<file path="src/rtl/imem_loader_pkg.sv">
// Shared constants and state encoding for the instruction-memory loader.
// Frame: length byte, 4*N big-endian data bytes, mod-256 checksum byte.
package imem_loader_pkg;

  localparam int IMEM_ADDR_W    = 6;
  localparam int BYTES_PER_WORD = 4;
  localparam int BCNT_W         = $clog2(BYTES_PER_WORD);

  typedef enum logic [2:0] {
    ST_IDLE,
    ST_LEN,
    ST_DATA,
    ST_CSUM,
    ST_DONE,
    ST_ERR
  } state_e;

endpackage

</file>
<file path="src/rtl/imem_loader_byte_packer.sv">
// Packs a byte stream, first byte most significant, into 32-bit words.
// Emits a one-cycle registered word_valid with the completed word.
module imem_loader_byte_packer
  import imem_loader_pkg::*;
(
  input  logic              clk,
  input  logic              reset,
  input  logic              i_clr,
  input  logic              i_valid,
  input  logic [7:0]        i_byte,
  output logic [BCNT_W-1:0] o_bcnt,
  output logic [31:0]       o_word,
  output logic              o_word_valid
);

  localparam int SH_W = 8 * (BYTES_PER_WORD - 1);
  localparam logic [BCNT_W-1:0] BCNT_LAST = BCNT_W'(BYTES_PER_WORD - 1);

  logic [SH_W-1:0]   r_sh;
  logic [BCNT_W-1:0] r_bcnt;
  logic [31:0]       r_word;
  logic              r_word_valid;

  always_ff @(posedge clk or posedge reset) begin
    if (reset) begin
      r_sh         <= '0;
      r_bcnt       <= '0;
      r_word       <= '0;
      r_word_valid <= 1'b0;
    end else if (i_clr) begin
      r_sh         <= '0;
      r_bcnt       <= '0;
      r_word_valid <= 1'b0;
    end else begin
      r_word_valid <= 1'b0;
      if (i_valid) begin
        r_bcnt <= r_bcnt + 1'b1;
        if (r_bcnt == BCNT_LAST) begin
          r_word       <= {r_sh, i_byte};
          r_word_valid <= 1'b1;
        end else begin
          r_sh <= {r_sh[SH_W-9:0], i_byte};
        end
      end
    end
  end

  assign o_bcnt       = r_bcnt;
  assign o_word       = r_word;
  assign o_word_valid = r_word_valid;

endmodule

</file>
<file path="src/rtl/imem_loader.sv">
// Framed serial loader for the writable instruction RAM.
// Holds the core in reset until a frame passes its checksum.
module imem_loader
  import imem_loader_pkg::*;
#(
  parameter int ADDR_W = IMEM_ADDR_W
) (
  input  logic              clk,
  input  logic              reset,
  input  logic              start,
  input  logic              byte_valid,
  input  logic [7:0]        byte_data,
  output logic              byte_ready,
  output logic              we,
  output logic [ADDR_W-1:0] wa,
  output logic [31:0]       wd,
  output logic              cpu_reset,
  output logic              busy,
  output logic              done,
  output logic              error
);

  localparam int WORDS = 1 << ADDR_W;
  localparam logic [BCNT_W-1:0] BCNT_LAST = BCNT_W'(BYTES_PER_WORD - 1);

  state_e            r_state;
  logic [ADDR_W-1:0] r_last;
  logic [ADDR_W-1:0] r_wcnt;
  logic [ADDR_W-1:0] r_wa;
  logic [7:0]        r_sum;
  logic              r_cpu_reset;
  logic              r_busy;
  logic              r_done;
  logic              r_error;

  logic              w_xfer;
  logic              w_pk_in;
  logic              w_pk_clr;
  logic              w_word_end;
  logic [BCNT_W-1:0] w_bcnt;
  logic [ADDR_W-1:0] w_last;

  assign byte_ready = (r_state == ST_LEN) ||
                      (r_state == ST_DATA) ||
                      (r_state == ST_CSUM);
  assign w_xfer     = byte_valid && byte_ready;
  assign w_pk_in    = w_xfer && (r_state == ST_DATA);
  assign w_pk_clr   = start && !byte_ready;
  assign w_word_end = w_pk_in && (w_bcnt == BCNT_LAST);

  // Length 0 and anything above the RAM size both mean a full image.
  always_comb begin
    w_last = ADDR_W'(WORDS - 1);
    if (byte_data != 8'd0 && int'(byte_data) <= WORDS)
      w_last = ADDR_W'(byte_data - 8'd1);
  end

  imem_loader_byte_packer u_byte_packer (
    .clk          (clk),
    .reset        (reset),
    .i_clr        (w_pk_clr),
    .i_valid      (w_pk_in),
    .i_byte       (byte_data),
    .o_bcnt       (w_bcnt),
    .o_word       (wd),
    .o_word_valid (we)
  );

  always_ff @(posedge clk or posedge reset) begin
    if (reset) begin
      r_state     <= ST_IDLE;
      r_last      <= '0;
      r_wcnt      <= '0;
      r_wa        <= '0;
      r_sum       <= '0;
      r_cpu_reset <= 1'b1;
      r_busy      <= 1'b0;
      r_done      <= 1'b0;
      r_error     <= 1'b0;
    end else begin
      case (r_state)
        ST_IDLE, ST_DONE, ST_ERR: begin
          if (start) begin
            r_state     <= ST_LEN;
            r_wcnt      <= '0;
            r_sum       <= '0;
            r_cpu_reset <= 1'b1;
            r_busy      <= 1'b1;
            r_done      <= 1'b0;
            r_error     <= 1'b0;
          end
        end
        ST_LEN: begin
          if (w_xfer) begin
            r_last  <= w_last;
            r_state <= ST_DATA;
          end
        end
        ST_DATA: begin
          if (w_pk_in)
            r_sum <= r_sum + byte_data;
          if (w_word_end) begin
            r_wa   <= r_wcnt;
            r_wcnt <= r_wcnt + 1'b1;
            if (r_wcnt == r_last)
              r_state <= ST_CSUM;
          end
        end
        ST_CSUM: begin
          if (w_xfer) begin
            r_busy <= 1'b0;
            if (byte_data == r_sum) begin
              r_state     <= ST_DONE;
              r_done      <= 1'b1;
              r_cpu_reset <= 1'b0;
            end else begin
              r_state <= ST_ERR;
              r_error <= 1'b1;
            end
          end
        end
        default: r_state <= ST_IDLE;
      endcase
    end
  end

  assign wa        = r_wa;
  assign cpu_reset = r_cpu_reset;
  assign busy      = r_busy;
  assign done      = r_done;
  assign error     = r_error;

endmodule
</file>
<file path="config.mk">
export PLATFORM = sky130hd
export DESIGN_NAME = imem_loader
export DESIGN_NICKNAME = d
export VERILOG_FILES = /design/src/rtl/imem_loader_pkg.sv /design/src/rtl/imem_loader_byte_packer.sv /design/src/rtl/imem_loader.sv
export SDC_FILE = /design/constraint.sdc
export NUM_CORES = 1
export LEC_CHECK = 0
export BUFFER_PORTS_ARGS = -buffer_cell sky130_fd_sc_hd__buf_2
export CORE_UTILIZATION = 54
export CTS_CLUSTER_DIAMETER = 200
export DETAILED_ROUTE_END_ITERATION = 10
export PLACE_DENSITY_LB_ADDON = 0.2
export SYNTH_ARGS = -nofsm -noshare
export SYNTH_HDL_FRONTEND = slang
export SYNTH_SLANG_ARGS = --single-unit
</file>
<file path="constraint.sdc">
create_clock -name clk -period 3.2 [get_ports clk]
set_clock_uncertainty 0.1 [all_clocks]
set_input_delay 0.16 -clock clk [delete_from_list [all_inputs] [get_ports clk]]
set_output_delay 0.16 -clock clk [all_outputs]
set_load 0.005 [all_outputs]
</file>
* Yosys cells after proc, flatten, opt, wreduce, memory -nomap -nowiden
Cells that the tools add are included.
Cells by class: $lt $le $gt $ge 1, muxes and demuxes 35, bitwise operators 1, equal/unequal tests 17, reduce and logical (&&, ||, !) cells 24, add/subtract/negate cells 4
Operator list (number):
- 24-bit 2-to-1 mux | 3
- 6-bit 2-to-1 mux | 3
- 8-bit 2-to-1 mux | 2
- 8-bit one-hot mux with 2 select lines | 1
- 3-bit 2-to-1 mux | 5
- 1-bit 2-to-1 mux | 13
- 2-bit inequality test (second input constant) | 6
- 3-bit one-hot mux with 4 select lines | 1
- 6-bit one-hot mux with 2 select lines | 1
- 3-bit AND reduction | 4
- 8-bit adder | 1
- 8-bit == test | 1
- 8-bit by 7-bit <= comparator with 1-bit output (second input constant) | 1
- 1-bit one-hot mux with 2 select lines | 4
- 4-bit AND reduction | 2
- 8-bit nonzero test | 1
- 6-bit by 1-bit adder with 6-bit output (second input constant) | 1
- 3-bit by 2-bit == test with 1-bit output (second input constant) | 2
- 3-bit == test (second input constant) | 2
- 6-bit == test | 1
- 2-bit by 1-bit inequality test with 1-bit output (second input constant) | 3
- 2-bit AND reduction | 3
- 2-bit nonzero test | 3
- 6-bit by 1-bit subtractor with 6-bit output (second input constant) | 1
- other kinds (11) | 17
Word-level totals: flip-flop bits (word level) 92, word-level logic and storage cells 95, output and inout bits 44, input port bits 12

* Longest topological paths before layout
Gate-level depths: netlist (run 1).
depth after elaboration 8, mapped depth 8, depth with buffers taken out 7

* Cells and area by module
A second synthesis (run 1) with hierarchy kept.
Second synthesis, totals: cells, all modules 381, area total of the unflattened synthesis 4421.7 µm²
Modules (own cells, without submodules):
- imem_loader_byte_packer | area each 2439.8 µm², sequential area each 1476.4 µm², cells each 185, instances 1
- imem_loader | area each 1981.9 µm², sequential area each 827.0 µm², cells each 196, instances 1

* Worst setup path before layout (run 1)
Ideal clock, no wire load.
path type register to register, from reg r_sum[1], to reg r_sum[7], setup time 0.121 ns, required time 2.979 ns, slack 1.308 ns, clock period less this slack 1.892 ns, arrival 1.672 ns, stages on the path, launching flop included 7, path buffers 0, cell sequence dfrtp_1 ha_1 a211oi_1 o31a_1 or3_1 a31oi_1 o21ai_1
On the way: longest elaborated chain between the ends 3
RTL lines:
- start, declared | RTL line imem_loader.sv:30 | logic [7:0] r_sum;
- start signal, assigned | RTL line imem_loader.sv:101 | r_sum <= r_sum + byte_data;
- 8-bit adder | RTL line imem_loader.sv:101
- 8-bit 2-to-1 mux | RTL line imem_loader.sv:100 | if (w_pk_in)
- 8-bit one-hot mux with 2 select lines | RTL line imem_loader.sv:81 | case (r_state)
No other way between the ends. The select of a mux whose other input is x is not followed. A chain may end at the register's enable or synchronous reset.

* Worst setup path in the final report (run 1)
from in byte_data[0], to reg r_sum[6]
On the way: longest elaborated chain between the ends 3
RTL lines:
- start, declared | RTL line imem_loader.sv:12 | input logic [7:0] byte_data,
- 8-bit adder | RTL line imem_loader.sv:101
- 8-bit 2-to-1 mux | RTL line imem_loader.sv:100
- 8-bit one-hot mux with 2 select lines | RTL line imem_loader.sv:81
No other way between the ends. The select of a mux whose other input is x is not followed.

==> results of run 1 <==
timing repair:
action / 4_1_cts / 5_1_grt
hold endpoints to repair: 56 / 0
resized for setup: 0 / 0
hold buffers: 4 / 0
layout make-up:
class / count / share of cell area, %
clock buffer: 12 / 2.965
tap: 102 / 2.607
multi-input combinational: 258 / 38.06
sequential: 92 / 47.06
timing repair buffer: 65 / 7.618
clock inverter: 4 / 1.048
inverter: 8 / 0.6391
placed cells by master (no fill, tap or decap), drive strengths merged, types with 2 or more instances in the layout:
master / instances
dlygate4sd3: 4
a31oi: 2
o2111ai: 2
a21oi: 38
xnor2: 14
o21ai: 15
xor2: 9
nor4: 4
nor3: 4
buf: 61
clkinv: 3
a22o: 6
ha: 11
nand3: 5
nand2: 64
nor2: 24
clkbuf: 12
mux2: 36
a21o: 2
dfrtp: 91
and3: 2
nand2b: 3
inv: 7
nor2b: 3
report_power, final:
group / internal (mW) / leakage, nW / switching (mW)
combinational: 0.472 / 1.16 / 0.568
sequential: 1.42 / 1.23 / 0.233
clock: 0.384 / 0.0966 / 0.401
total: 2.28 / 2.49 / 1.20
worst min-delay path, cell delays in order:
cell and delay [ns]:
buf_2 0.15, nand2_1 0.07, a21oi_1 0.05
registers in the layout (all words and copies together), names as in the netlist:
signal                      count
u_byte_packer.o_word           32
u_byte_packer.r_sh             24
r_sum                           8
r_last                          6
r_wcnt                          6
wa                              6
r_state                         3
u_byte_packer.o_bcnt            2
busy                            1
cpu_reset                       1
done                            1
error                           1
u_byte_packer.o_word_valid      1
worst paths after layout:
| path | from | endpoint | slack, ns |
|---|---|---|---|
| worst max-delay path | byte_data[0] | r_sum[6] | 1.04 |
| worst min-delay path | byte_data[1] | u_byte_packer.r_sh[1] | 0.03 |
| worst max register to register | r_state[1] | u_byte_packer.r_sh[14] | 1.06 |
| worst min register to register | r_sum[2] | r_sum[2] | 0.40 |
| max in group asynchronous | reset | u_byte_packer.r_sh[11] | 1.86 |
| min in group asynchronous | reset | wa[4] | 0.44 |
cell families after synthesis:
logic type | Yosys count
mux | 37
buf+inv | 26
simple gates | 113
flops | 92
fa+ha+maj | 12
xor+xnor | 23
compound gates | 73
routing by layer:
metal / GRT usage [%] / up-vias / share of wire (%)
li1: - / 1405 / -
met4: 5.159 / 0 / 0.59
met2: 32.39 / 58 / 46
met1: 32.22 / 1426 / 49
met5: 0 / - / 0
met3: 4.439 / 6 / 4.1
==> metrics.yaml, run 1 <==
placement:
  gp_congestion: 0.8197
  portBuffers: 55
  hpwl_microns: 5737
  dpl_cell_area_sq_mm: 0.004658
  dp.cells: 521
  dpl_worst_slack_ns: 1.113
routing:
  drtIter0Drc: 158
  num_vias: 2895
  wirelength_microns: 8350
  wl_per_cell_microns: 15.43
  ant_nets: 0
  drc_errors: 0
  drt-pass1-iter-count: 4
  via_per_inst: 5.351
critical_path:
  worst-r2r-cell-count: 6
  start_kind: "input port"
  worstPathMaxFanout: 5
  cpPeakStageDelay_ns: 0.52
  worstPathCellList: "dlygate4sd3_1 > buf_2 > ha_1 > fa_1 > a21oi_1 > o21ai_0 > a21oi_1 > xnor2_1 > a22o_1"
  end_kind: "flip-flop"
  arrival_ns: 2.30
  critPathRequiredTime_ns: 3.34
  cpLargestDelayFamily: "buffers and inverters"
  cpMostUsedCell: "a21oi_1"
  cp.depth: 9
  crit_path_top_delay_cell: "dlygate4sd3_1"
  critical_path_buf_inv_count: 2
  crit_type: "in -> reg"
sta:
  drv_slew: 0
  fin_crit_sh_pct: 67.49
  setup_viol: 0
  min_period_ns: 2.160
  finalHoldViolCount: 0
  worst_pin_slew_ns: 0.9641
  whs_ns: 0.02600
  maxSlewHeadroom_pct: 35.65
  fmax_mhz: 463.1
  finalSetupTns_ns: 0
  fin_ws_ns: 1.040
  rsz0062_at_grt: "false"
global_route:
  grt_pass1_vias: 2769
  grt_pass1_wl_microns: 13930
  grt-ovfl-total: 0
  antenna_found_initial: 0
  grt_usage_pct: 21.57
  grt_max_degree: 56
min_path:
  hold_depth: 3
  worstHoldPathType: "in -> reg"
yosys:
  synthArstFlopShare_pct: 100.0
  synth_xor_area_share_pct: 4.679
  syn_avg_cell_area_sq_um: 11.45
  netlist_top_cells_count: "dfrtp_1 (91), nand2_1 (62), a21oi_1 (37), mux2_4 (34), nor2_1 (24)"
  netlist_top_cells_area: "dfrtp_1 (53%), mux2_4 (12%), nand2_1 (5.4%), a21oi_1 (4.3%), ha_1 (3.2%)"
  synth_top_family_by_area: "multiplexers"
  synthMuxAreaShare_pct: 12.61
  synthCells: 376
  synth_flop_cell: "dfrtp_1"
  synth_edf_count: 0
  ys_ff_latch: 92
  synthSimpleGateAreaFrac_pct: 12.26
  synth_top_cell_by_area: "dfrtp_1"
  synth_cell_type_count: 47
  ys_seq_area_share_pct: 53.50
  yosys_warnings: 0
  synth.top_cell.area_share_pct: 52.89
  synth_fa_ha_area_share_pct: 3.662
  synth-compound-area-share_pct: 9.997
  syn-num-nets: 400
  yosysMostFrequentCell: "dfrtp_1"
  syn_area_sq_mm: 0.004305
layout:
  fillers: 632
  antenna_cells: 0
  final_area_sq_mm: 0.004895
  multi_input_area_sq_mm: 0.001863
  stdcell_count: 541
  fin_nets: 458
  drive_above_1_share_pct: 27.79
  syn2layout_area_growth_pct: 13.69
  post-route-util_pct: 63.34
  regArea_sq_mm: 0.002303
clock_network:
  cts_buffers: 9
  clkTransAtPathRegs_ns: 0.09
  clockBufferDepth: 2
  clock_latency_ns: 0.34
  cts-root-buf: "clkbuf_8"
  cts_setup_buffers: 0
  htree_levels: 3
  cts.sinks: 92
  cts_tree: "built"
run:
  cap_violations: 0
floorplan:
  io_pins: 56
  rows: 32
  die_y_microns: 91.29
  initial_core_util_pct: 55.72
  die-area_sq_mm: 0.008334
  dieWidth_microns: 91.29
  placeableCoreArea_sq_mm: 0.007727
power_and_ir_drop:
  ir_drop_mv: 0.3409
  finalPower_mw: 3.477
  powerDensity_mw_per_mm2: 710.4
  power.leakage_nw: 2.487
run_status:
  status: "completed"
(Power assumes the default switching activity.)
==> inputs of run 2 (changes only) <==
clock period = 2.11 ns   (was 3.2 ns; I/O delays follow)
==> run 2 against run 1 <==
Effect of this change:
- flip-flop and latch count is the same
- register-to-register slack worse by 0.98 ns
- cell area rose by 2.9%
- clock power rose by 62%
- hold slack gained 0.024 ns
- power is 56% higher
- critical endpoint is now r_sum[7]
- largest cell class unchanged
==> metrics.yaml, run 2 (synthesized netlist as in run 1, its figures left out) <==
run_status:
  status: "completed"
routing:
  drc_errors: 0  # unchanged
  met2_length_microns: 4102  # +6.4%
  via_per_inst: 5.362  # +0.20%
  top_layer_used: "met4"
  wl_per_cell_microns: 15.89  # +2.9%
  num_vias: 2949  # +1.9%
  drt-pass1-iter-count: 5  # +1
  wirelength_microns: 8738  # +4.6%
  drtIter0Drc: 158  # unchanged
  ant_nets: 0  # unchanged
  drt-met1-wl_microns: 4262  # +3.8%
  wl_met3_microns: 231  # -32%
global_route:
  grt_pass1_vias: 2962  # +7.0%
  grt_usage_pct: 22.45  # +0.89 points
  grt_max_degree: 42  # -25%
  grt_pass1_wl_microns: 14630  # +5.0%
  grt-ovfl-total: 0  # unchanged
  antenna_found_initial: 0  # unchanged
critical_path:
  worstPathMaxFanout: 5  # unchanged
  end_kind: "flip-flop"
  arrival_ns: 2.21  # -0.09 ns
  worstReg2RegStart: "r_sum[1]"
  cpPeakStageDelay_ns: 0.53  # about the same
  worstPathCellList: "dlygate4sd3_1 > buf_2 > ha_1 > a211oi_1 > o31a_1 > or3_1 > a31oi_1 > o21ai_1"
  start_kind: "input port"
  ff2ff_setup_slack_ns: 0.08  # -0.98 ns
  critPathRequiredTime_ns: 2.26  # -1.08 ns
  cpLargestDelayFamily: "buffers and inverters"
  critical_path_buf_inv_count: 2  # unchanged
  worst-r2r-cell-count: 6  # unchanged
  r2r_end: "r_sum[7]"
  crit_path_top_delay_cell: "dlygate4sd3_1"
  crit_type: "in -> reg"
sta:
  rsz0062_at_grt: "false"
  drv_slew: 0  # unchanged
  worst_pin_slew_ns: 0.6121  # -0.3520 ns
  finalHoldViolCount: 0  # unchanged
  min_period_ns: 2.058
  setup_viol: 0  # unchanged
  fin_crit_sh_pct: 97.55
  fmax_mhz: 485.8
  maxSlewHeadroom_pct: 59.11  # +23 points
  whs_ns: 0.04954  # +0.02355 ns
  finalSetupTns_ns: 0  # unchanged
power_and_ir_drop:
  powerDensity_mw_per_mm2: 1079  # +52%
  power.leakage_nw: 2.547  # +2.4%
  ir_drop_mv: 0.7168  # +110%
floorplan:
  die-area_sq_mm: 0.008334  # unchanged
  placeableCoreArea_sq_mm: 0.007727  # unchanged
  die_y_microns: 91.29  # unchanged
  initial_core_util_pct: 55.72  # unchanged
  dieWidth_microns: 91.29  # unchanged
  rows: 32  # unchanged
  io_pins: 56  # unchanged
min_path:
  min_to: "u_byte_packer.r_sh[5]"
  hp-start: "byte_data[5]"
  worstHoldPathType: "in -> reg"
  hold_depth: 4  # +1
layout:
  mostFrequentLayoutCell: "dfrtp_1"
  largest_register_ffs: 32  # unchanged
  drive_above_1_share_pct: 29.02  # +1.2 points
  fin_nets: 467  # +2.0%
  fillers: 634  # +0.32%
  antenna_cells: 0  # unchanged
  stdcell_count: 550  # +1.7%
  layout_common_cells: "dfrtp_1 (91), nand2_1 (62), buf_2 (55), a21oi_1 (36), mux2_4 (34)"
  final_area_sq_mm: 0.005037  # +2.9%
  post-route-util_pct: 65.19  # +1.8 points
  syn2layout_area_growth_pct: 17.00
clock_network:
  clkTransAtPathRegs_ns: 0.11  # +0.02 ns
  cts_buffers: 9  # unchanged
  htree_levels: 3  # unchanged
  clock_latency_ns: 0.36  # +0.02 ns
  cts.sinks: 92  # unchanged
  cts_tree: "built"
  clockBufferDepth: 2  # unchanged
  cts-root-buf: "clkbuf_8"
placement:
  gp_congestion: 0.9519  # +16%
  portBuffers: 55  # unchanged
  dp.cells: 525  # +0.77%
  dpl_cell_area_sq_mm: 0.004728  # +1.5%
  hpwl_microns: 6005  # +4.7%
run:
  cap_violations: 0  # unchanged
run 2: worst register-to-register path: cells and delay by family (launching register included):
| kind | cells | cell delay (ns) |
|---|---|---|
| flops | 1 | 0.43 |
| compound gates | 4 | 0.69 |
| fa+ha+maj | 1 | 0.35 |
| simple gates | 1 | 0.38 |
run 2: power by group:
part           internal (mW)  switching (mW)  total [mW]
clock network          0.575           0.692        1.27
registers               2.15           0.344        2.50
logic                  0.754           0.918        1.67
total                   3.48            1.95        5.44
run 2: worst max-delay path by stage:
stage,cells after the start,from,end
floorplan,6,r_sum[1],r_sum[7]
global placement,6,r_sum[1],r_sum[7]
detailed placement,6,r_sum[1],r_sum[7]
CTS,8,byte_data[3],r_sum[7]
global route,8,byte_data[2],r_sum[7]
finish,8,byte_data[1],r_sum[7]
run 2: per-layer routing:
layer	vias up	track usage (%)
li1	1425	-
met1	1449	31.85
met2	62	35.35
met3	13	3.685
met4	0	7.407
met5	-	0
run 2: layout make-up:
type | count | area (sq um) | area share, %
sequential | 92 | 2303 | 45.73
clock inverter | 7 | 88.84 | 1.764
tap | 102 | 127.6 | 2.534
clock buffer | 9 | 123.9 | 2.459
multi-input combinational | 258 | 1869 | 37.11
inverter | 8 | 33.78 | 0.6706
timing repair buffer | 74 | 490.5 | 9.737
run 2: through the flow:
stage | power (mW) | setup WS (ns)
CTS | 5.438 | 0.07136
global route | 5.760 | 0.01780
global placement | 4.094 | 0.1700
finish | 5.437 | 0.05161
detailed placement | 4.169 | 0.1044
floorplan | 3.683 | 0.2176
run 2: what timing repair did:
action                                  4_1_cts  5_1_grt
resized for setup                             0        2
endpoints found under the hold margin        34        0
hold buffers                                  9        0
endpoints found under the setup margin        0        1
buffers inserted                              0        0
==> inputs of run 3 (changes only) <==
PLACE_DENSITY = 0.86   (was unset)
PLACE_DENSITY_LB_ADDON = unset   (was 0.2)
==> run 3 against run 2 <==
Effect of this change:
- hold slack better by 0.0027 ns
- utilization about the same
- combinational power up 3%
- power down 2.6%
- cell area about the same
- critical path depth unchanged
- critical endpoint unchanged
- maximum frequency up 1.6%
==> metrics.yaml, run 3 (synthesized netlist as in run 1, its figures left out) <==
run_status:
  status: "completed"
layout:
  drive_above_1_share_pct: 29.78  # +0.76 points
  largest_register_ffs: 32  # unchanged
  fillers: 593  # -6.5%
  syn2layout_area_growth_pct: 17.06  # about the same
  regArea_sq_mm: 0.002303  # unchanged
  fin_nets: 469  # +0.43%
  stdcell_count: 552  # +0.36%
  antenna_cells: 0  # unchanged
  multi_input_area_sq_mm: 0.001897  # +1.5%
  post-route-util_pct: 65.22  # about the same
  final_area_sq_mm: 0.005040  # about the same
  layout_common_cells: "dfrtp_1 (91), nand2_1 (62), buf_2 (55), a21oi_1 (36), mux2_4 (34)"
  mostFrequentLayoutCell: "dfrtp_1"
global_route:
  grt_max_degree: 37  # -12%
  grt_pass1_wl_microns: 14030  # -4.1%
  grt_usage_pct: 21.53  # -0.92 points
  grt-ovfl-total: 0  # unchanged
  antenna_found_initial: 0  # unchanged
  grt_pass1_vias: 2942  # -0.68%
clock_network:
  htree_levels: 3  # unchanged
  cts.sinks: 92  # unchanged
  clkTransAtPathRegs_ns: 0.09  # -0.02 ns
  clock_latency_ns: 0.36  # about the same
  cts_setup_buffers: 0  # unchanged
  cts-root-buf: "clkbuf_8"
  clockBufferDepth: 2  # unchanged
  cts_buffers: 9  # unchanged
  cts_tree: "built"
floorplan:
  initial_core_util_pct: 55.72  # unchanged
  die-area_sq_mm: 0.008334  # unchanged
  dieWidth_microns: 91.29  # unchanged
  rows: 32  # unchanged
  die_y_microns: 91.29  # unchanged
  io_pins: 56  # unchanged
  placeableCoreArea_sq_mm: 0.007727  # unchanged
sta:
  maxSlewHeadroom_pct: 59.24  # +0.13 points
  worst_pin_slew_ns: 0.6101  # -0.002007 ns
  rsz0062_at_grt: "false"
  whs_ns: 0.05227  # +0.002726 ns
  fin_ws_ns: 0.08384  # +0.03224 ns
  fin_crit_sh_pct: 96.03  # -1.5 points
  fmax_mhz: 493.5  # +1.6%
  drv_slew: 0  # unchanged
  setup_viol: 0  # unchanged
  finalHoldViolCount: 0  # unchanged
  finalSetupTns_ns: 0  # unchanged
  min_period_ns: 2.026  # -0.03224 ns
routing:
  drc_errors: 0  # unchanged
  via_per_inst: 5.409  # +0.89%
  ant_nets: 0  # unchanged
  drtIter0Drc: 153  # -3.2%
  wirelength_microns: 8236  # -5.7%
  drt-pass1-iter-count: 4  # -1
  wl_per_cell_microns: 14.92  # -6.1%
  num_vias: 2986  # +1.3%
critical_path:
  cpPeakStageDelay_ns: 0.53  # about the same
  arrival_ns: 2.17  # -0.04 ns
  crit_type: "in -> reg"
  cpLargestDelayFamily: "buffers and inverters"
  critical_path_buf_inv_count: 2  # unchanged
  end_kind: "flip-flop"
  worstPathCellList: "dlygate4sd3_1 > buf_2 > ha_2 > nor2_1 > o31a_1 > or3_1 > a31oi_1 > o21ai_1"
  critPathRequiredTime_ns: 2.26  # about the same
  worstPathMaxFanout: 7  # +2
  crit_path_top_delay_cell: "dlygate4sd3_1"
  start_kind: "input port"
placement:
  dpl_cell_area_sq_mm: 0.004723  # -0.11%
  dp.cells: 526  # +0.19%
  hpwl_microns: 5860  # -2.4%
  gp_congestion: 0.8765  # -7.9%
  portBuffers: 55  # unchanged
  dpl_worst_slack_ns: 0.1147  # +0.01026 ns
min_path:
  worstHoldPathType: "in -> reg"
power_and_ir_drop:
  p_sw_mw: 1.900  # -2.8%
  p_comb_share_pct: 32.6  # +1.8 points
  power.leakage_nw: 2.534  # -0.52%
  finalPower_mw: 5.297  # -2.6%
  seqPwrFrac_pct: 46.7  # +0.8 points
  clkPwrFrac_pct: 20.8  # -2.5 points
  powerDensity_mw_per_mm2: 1051  # -2.6%
  netSwitchingFraction_pct: 35.86  # -0.094 points
  ir_drop_mv: 0.7440  # +3.8%
  p_int_mw: 3.397  # -2.4%
run:
  cap_violations: 0  # unchanged
run 3: cell count changes in the layout (fill, tap and decap cells not counted), sizes merged:
cell	previous run	this run
clkinv	1	3
inv	11	10
buf	65	66
dlygate4sd3	9	10
bufinv	1	0
run 3: worst paths after layout:
path | startpoint | cells after the start | slack (ns) | to
setup / recovery | byte_data[2] | 8 | 0.08 | r_sum[7]
max in group asynchronous | reset | 4 | 1.07 | u_byte_packer.o_word[14]
hold reg to reg | u_byte_packer.o_word[1] | 2 | 0.39 | u_byte_packer.o_word[1]
hold / removal | byte_valid | 3 | 0.05 | error
setup reg to reg | r_sum[1] | 6 | 0.10 | r_sum[7]
min in group asynchronous | reset | 3 | 0.27 | wa[0]
run 3: layout make-up:
| type | instances | share of cell area [%] |
|---|---|---|
| Timing Repair Buffer | 76 | 9.831 |
| Inverter | 8 | 0.6703 |
| Clock inverter | 7 | 1.167 |
| Multi-Input combinational cell | 258 | 37.64 |
| Tap cell | 102 | 2.532 |
| Sequential cell | 92 | 45.71 |
| Clock buffer | 9 | 2.458 |
run 3: worst register-to-register path: stages, from the launching register on:
cell and delay (ns):
dfrtp_1 0.42, ha_1 0.32, a211oi_1 0.08, o31a_1 0.34, or3_1 0.38, a31oi_1 0.18
o21ai_1 0.07
run 3: routing by layer:
| layer | track usage [%] | up-vias | routed length [microns] |
|---|---|---|---|
| met4 | 5.291 | 0 | 76 |
| met5 | 0 | - | 0 |
| met2 | 35.04 | 67 | 4056 |
| li1 | - | 1434 | - |
| met3 | 5.025 | 8 | 392 |
| met1 | 29.37 | 1477 | 3711 |
run 3: what timing repair did:
| item | CTS | global route |
|---|---|---|
| endpoints found under the setup margin | 0 | 2 |
| resized for setup | 0 | 5 |
| endpoints found under the hold margin | 38 | 0 |
| hold buffers | 10 | 0 |
run 3: power groups by stage:
| stage | Combinational (mW) | Clock (mW) | Sequential (mW) |
|---|---|---|---|
| CTS | 1.69 | 1.13 | 2.46 |
| detailed placement | 1.67 | 0 | 2.50 |
| floorplan | 1.29 | 0 | 2.39 |
| global placement | 1.62 | 0 | 2.47 |
| global route | 1.94 | 1.21 | 2.52 |
| finish | 1.72 | 1.10 | 2.47 |
